--- config.mk ---
export PLATFORM = sky130hd
export DESIGN_NAME = serial_add_sequencer
export DESIGN_NICKNAME = d
export VERILOG_FILES = /design/src/rtl/serial_add_sequencer.sv
export SDC_FILE = /design/constraint.sdc
export NUM_CORES = 1
export LEC_CHECK = 0
export CORE_ASPECT_RATIO = 1.5
export CORE_MARGIN = 2
export CORE_UTILIZATION = 54
export DETAILED_ROUTE_END_ITERATION = 16
export PLACE_DENSITY = 0.89
export SLEW_MARGIN = 40
export SYNTH_ARGS = -nofsm -noshare
export SYNTH_HDL_FRONTEND = slang
export SYNTH_SLANG_ARGS = --single-unit
--- constraint.sdc ---
create_clock -name clk -period 3.64 [get_ports clk]
set_clock_uncertainty 0.15 [all_clocks]
set_input_delay 0.728 -clock clk [delete_from_list [all_inputs] [get_ports clk]]
set_output_delay 0.728 -clock clk [all_outputs]
set_load 0.05 [all_outputs]
--- src/rtl/serial_add_sequencer.sv ---
// serial_add_sequencer: feeds a registered bit-serial full_adder one bit per
// step, LSB first, and assembles the parallel sum.
// Each bit is held on the adder inputs for ADDER_LAT enabled clocks before
// sum/carry are sampled. The carry feeds back as the next bit's carry-in.
// Optional feature macro: SERIAL_ADD_OVF_EN adds a registered signed-overflow
// output 'ovf'.
module serial_add_sequencer #(
    parameter int WIDTH     = 8,
    parameter int ADDER_LAT = 3
) (
    input  logic             clk,
    input  logic             rst_n,
    input  logic             in_valid,
    output logic             in_ready,
    input  logic [WIDTH-1:0] op_a,
    input  logic [WIDTH-1:0] op_b,
    input  logic             cin,
    output logic             fa_ebl,
    output logic             fa_a,
    output logic             fa_b,
    output logic             fa_cin,
    input  logic             fa_sum,
    input  logic             fa_carry,
    output logic             out_valid,
    input  logic             out_ready,
`ifdef SERIAL_ADD_OVF_EN
    output logic             ovf,
`endif
    output logic [WIDTH-1:0] result,
    output logic             cout
);

    localparam int IDX_W = $clog2(WIDTH);
    localparam int CNT_W = $clog2(ADDER_LAT + 1);

    typedef enum logic [1:0] {IDLE, DRIVE, DONE} state_t;

    state_t             r_state;
    state_t             w_state_next;
    logic [WIDTH-1:0]   r_a_sh;
    logic [WIDTH-1:0]   r_b_sh;
    logic [IDX_W-1:0]   r_bit_idx;
    logic [CNT_W-1:0]   r_wait_cnt;
    logic [WIDTH-1:0]   r_result;
    logic               r_cout;
    logic               r_out_valid;
    logic               r_fa_ebl;
    logic               r_fa_a;
    logic               r_fa_b;
    logic               r_fa_cin;
    logic               w_accept;
    logic               w_sample;
    logic               w_last_bit;

    assign in_ready   = (r_state == IDLE);
    assign w_accept   = in_valid && in_ready;
    assign w_sample   = (r_state == DRIVE) && (r_wait_cnt == CNT_W'(ADDER_LAT));
    assign w_last_bit = (r_bit_idx == IDX_W'(WIDTH - 1));

    assign fa_ebl    = r_fa_ebl;
    assign fa_a      = r_fa_a;
    assign fa_b      = r_fa_b;
    assign fa_cin    = r_fa_cin;
    assign out_valid = r_out_valid;
    assign result    = r_result;
    assign cout      = r_cout;

    // State register.
    // NOTE: sequential state uses non-blocking assignments so every flop
    // samples pre-edge values regardless of statement order.
    always_ff @(posedge clk or negedge rst_n) begin
        if (!rst_n) r_state <= IDLE;
        else        r_state <= w_state_next;
    end

    // Next-state logic.
    // NOTE: the default assignment first keeps this block free of latches.
    always_comb begin
        w_state_next = r_state;
        unique case (r_state)
            IDLE:    if (w_accept) w_state_next = DRIVE;
            DRIVE:   if (w_sample && w_last_bit) w_state_next = DONE;
            DONE:    if (out_ready) w_state_next = IDLE;
            default: w_state_next = IDLE;
        endcase
    end

    // Bit sequencing, adder drive and result assembly.
    // NOTE: the operand shift registers are small and reset along with
    // everything else, so no stale operand survives an aborted operation.
    always_ff @(posedge clk or negedge rst_n) begin
        if (!rst_n) begin
            r_a_sh      <= '0;
            r_b_sh      <= '0;
            r_bit_idx   <= '0;
            r_wait_cnt  <= '0;
            r_result    <= '0;
            r_cout      <= 1'b0;
            r_out_valid <= 1'b0;
            r_fa_ebl    <= 1'b0;
            r_fa_a      <= 1'b0;
            r_fa_b      <= 1'b0;
            r_fa_cin    <= 1'b0;
        end else begin
            unique case (r_state)
                IDLE: begin
                    if (w_accept) begin
                        r_a_sh     <= op_a >> 1;
                        r_b_sh     <= op_b >> 1;
                        r_fa_a     <= op_a[0];
                        r_fa_b     <= op_b[0];
                        r_fa_cin   <= cin;
                        r_bit_idx  <= '0;
                        r_wait_cnt <= '0;
                        r_fa_ebl   <= 1'b1;
                    end
                end
                DRIVE: begin
                    if (!w_sample) begin
                        r_wait_cnt <= r_wait_cnt + 1'b1;
                    end else begin
                        r_result[r_bit_idx] <= fa_sum;
                        if (!w_last_bit) begin
                            r_fa_a     <= r_a_sh[0];
                            r_fa_b     <= r_b_sh[0];
                            r_a_sh     <= r_a_sh >> 1;
                            r_b_sh     <= r_b_sh >> 1;
                            r_fa_cin   <= fa_carry;
                            r_bit_idx  <= r_bit_idx + 1'b1;
                            r_wait_cnt <= '0;
                        end else begin
                            r_cout      <= fa_carry;
                            r_fa_ebl    <= 1'b0;
                            r_out_valid <= 1'b1;
                        end
                    end
                end
                DONE: begin
                    if (out_ready) r_out_valid <= 1'b0;
                end
                default: ;
            endcase
        end
    end

`ifdef SERIAL_ADD_OVF_EN
    logic r_ovf;
    assign ovf = r_ovf;

    // Signed overflow: carry into the MSB differs from carry out of it.
    always_ff @(posedge clk or negedge rst_n) begin
        if (!rst_n)                    r_ovf <= 1'b0;
        else if (w_sample && w_last_bit) r_ovf <= r_fa_cin ^ fa_carry;
    end
`endif

endmodule

==> impl_metrics.env <==
export IMPL_track_usage_pct=22.4
export IMPL_fmax_mhz=373
export IMPL_area_growth_pct=26.6
export IMPL_numCtsBuffers=5
export IMPL_grt_max_degree=36
export IMPL_cp_start_kind="register"
export IMPL_cts_root_buf="clkbuf_8"
export IMPL_hp_start="r_b_sh[3]"
export IMPL_required_ns=2.76
export IMPL_start_util_pct=56.5
export IMPL_grt_pass1_vias=1301
export IMPL_maxSlewHeadroom_pct=54.2
export IMPL_grt_overflow=0
export IMPL_ctsResizeCount=0
export IMPL_synth_compound_area_share_pct=5.40
export IMPL_core_area_sq_mm=0.00316
export IMPL_worstSkewPairLatency_ns=0.29
export IMPL_regToRegStartpoint="r_state[0]"
export IMPL_layout_setup_ws_ns=0.959
export IMPL_layout_commonest_cell="clkdlybuf4s50_1"
export IMPL_drt_initial_drc_count=22
export IMPL_clkSlewWorstSetupHoldPaths_ns=0.07
export IMPL_yosys_area_share_simple_pct=8.41
export IMPL_port_buffers=37
export IMPL_path_buf_inv=1
export IMPL_antenna_found_initial=0
export IMPL_finalSetupViolations=0
export IMPL_slowest_delay_ns=0.83
export IMPL_place_hpwl_um=2560
export IMPL_wire_per_inst_um=16.6
export IMPL_wl_met3_um=146
export IMPL_drv_cap=0
export IMPL_fin_crit_ns=2.68
export IMPL_cts_tree="yes"
export IMPL_met1Wirelength_um=1430
export IMPL_post_cts_buffers=0
export IMPL_syn_nets=166
export IMPL_crit_type="register to output pin"
export IMPL_grt_pass1_wl_um=6080
export IMPL_cts_buffer_depth=2
export IMPL_ys_types=26
export IMPL_die_h_um=74.4
export IMPL_ys_seq_area_share_pct=49.1
export IMPL_regArea_sq_um=876
export IMPL_synth_top_family_by_area="multiplexers"
export IMPL_chipWidth_um=51.0
export IMPL_ys_ff_latch=35
export IMPL_fillers=218
export IMPL_drive_above_1_share_pct=24.6
export IMPL_ctsHtreeMaxLevel=2
export IMPL_critPathLaunch="r_state[0]"
export IMPL_leakage_nw=1.01
export IMPL_path_delay_family="buffers and inverters"
export IMPL_period_share_pct=73.7
export IMPL_critPathMaxFanout=13
export IMPL_tns_ns=0
export IMPL_layout_common_cells="clkdlybuf4s50_1 (37), dfrtp_1 (35), mux2_2 (17)"
export IMPL_yosys_area_share_adder_pct=2.80
export IMPL_path_cells="nor2_1 > clkdlybuf4s50_1"
export IMPL_highest_layer="met4"
export IMPL_critPathCaptureType="output pin"
export IMPL_ir_drop_uv=608
export IMPL_cts_sink_count=35
export IMPL_synth_xor_area_share_pct=0
export IMPL_multi_input_area_sq_um=827
export IMPL_drc=0
export IMPL_synthMuxAreaShare_pct=29.7
export IMPL_hold_path_class="register to register"
export IMPL_drtPass1Iterations=4
export IMPL_maxSlewViolCount=0
export IMPL_outcome="finished, final reports clean"
export IMPL_nNetsFinal=205
export IMPL_dieArea_sq_mm=0.00379
export IMPL_gp_congestion=0.809
export IMPL_synth_cells=139
export IMPL_boundaryPins=38
export IMPL_worstMarginPinSlew_ns=0.687
export IMPL_critical_path_slowest_cell="clkdlybuf4s50_1"
export IMPL_vias_per_cell=5.50
export IMPL_finalHoldViolations=0
export IMPL_rsz0062_at_grt="no"
export IMPL_antenna_cells=0
export IMPL_cts_hold_buf=0
export IMPL_dp_slack_ns=0.819
export IMPL_worstPathArrival_ns=1.80
export IMPL_p_per_area_mw_per_mm2=978
export IMPL_ys_warn_count=0
export IMPL_met2_length_um=1950
export IMPL_syn_area_per_cell_sq_um=12.8
export IMPL_routed_wl_um=3640
export IMPL_syn_area_sq_mm=0.00179
export IMPL_ant_nets=0
export IMPL_detailroute_via_count=1204
export IMPL_rows=25
[synthesized netlist by cell type, drive strengths merged]
| cell type | instances | area share [%] |
|---|---|---|
| o31ai | 1 | 0.42 |
| ha | 4 | 2.8 |
| nor3 | 3 | 0.84 |
| inv | 6 | 1.3 |
| nand3b | 1 | 0.42 |
| nor3b | 3 | 1.3 |
| nor4 | 2 | 0.70 |
| mux2 | 40 | 29 |
| o22ai | 1 | 0.35 |
| nand2 | 10 | 2.1 |
| nor2b | 1 | 0.35 |
| and3 | 1 | 0.35 |
| nand2b | 2 | 0.70 |
| buf | 7 | 3.4 |
| o21ai | 4 | 1.1 |
| dfrtp | 35 | 49 |
| a31o | 2 | 0.98 |
| nand3 | 3 | 0.84 |
| nor2 | 4 | 0.84 |
| a21oi | 3 | 0.84 |
| a22o | 2 | 0.98 |
| mux2i | 2 | 1.1 |
| a31oi | 2 | 0.70 |
[kinds of logic after synthesis]
kind of cell / after synthesis
buffers and inverters: 13
AND/OR/NAND/NOR: 30
multiplexers: 42
adder cells (fa/ha/maj): 4
AO/OA/AOI/OAI: 15
flip-flops: 35
[final timing paths]
| check | end | slack, ns | depth (start not counted) |
|---|---|---|---|
| max | in_ready | 0.96 | 2 |
| min | r_b_sh[3] | 0.36 | 1 |
| max reg2reg | r_b_sh[5] | 1.31 | 4 |
| min reg2reg | r_b_sh[3] | 0.36 | 1 |
| max in group asynchronous | r_a_sh[1] | 2.34 | 2 |
| min in group asynchronous | result[7] | 0.69 | 2 |
[sequential cells by signal, summed over array words and instances (netlist names), 2 cells and up]
register and cells:
r_a_sh 7, result 8, r_state 2, r_b_sh 7, r_wait_cnt 2, r_bit_idx 3
[power breakdown]
part,switching [W],internal [W]
Clock,0.000134,0.000173
Combinational,0.000623,0.000582
Sequential,0.000143,0.000557
Total,0.000900,0.00131
[stage by stage]
step                cell area, sq um  hold slack [ns]  instances  power (W)  utilization, %
floorplan                       1790            0.282        139    0.00163               -
global placement                2160            0.341        211    0.00184            68.4
detailed placement              2160            0.343        211    0.00191            68.4
CTS                             2260            0.360        219    0.00222            71.6
global route                    2260            0.379        219    0.00234            71.6
finish                          2260            0.356        219    0.00221            71.6
[final cells by class]
| cell class | instances | share of cell area, % |
|---|---|---|
| well taps | 40 | 2.21 |
| repair buffers | 39 | 17.0 |
| inverters | 6 | 0.996 |
| multi-input cells | 91 | 36.6 |
| flip-flops and latches | 35 | 38.7 |
| clock buffers | 8 | 4.43 |
[per-layer routing]
| layer | track usage [%] | vias to the layer above |
|---|---|---|
| met3 | 5.02 | 10 |
| met4 | 13.8 | 0 |
| met1 | 24.1 | 597 |
| met5 | 0 | - |
| li1 | - | 568 |
| met2 | 39.4 | 29 |
Note: power is estimated with default switching activity, not from simulation.
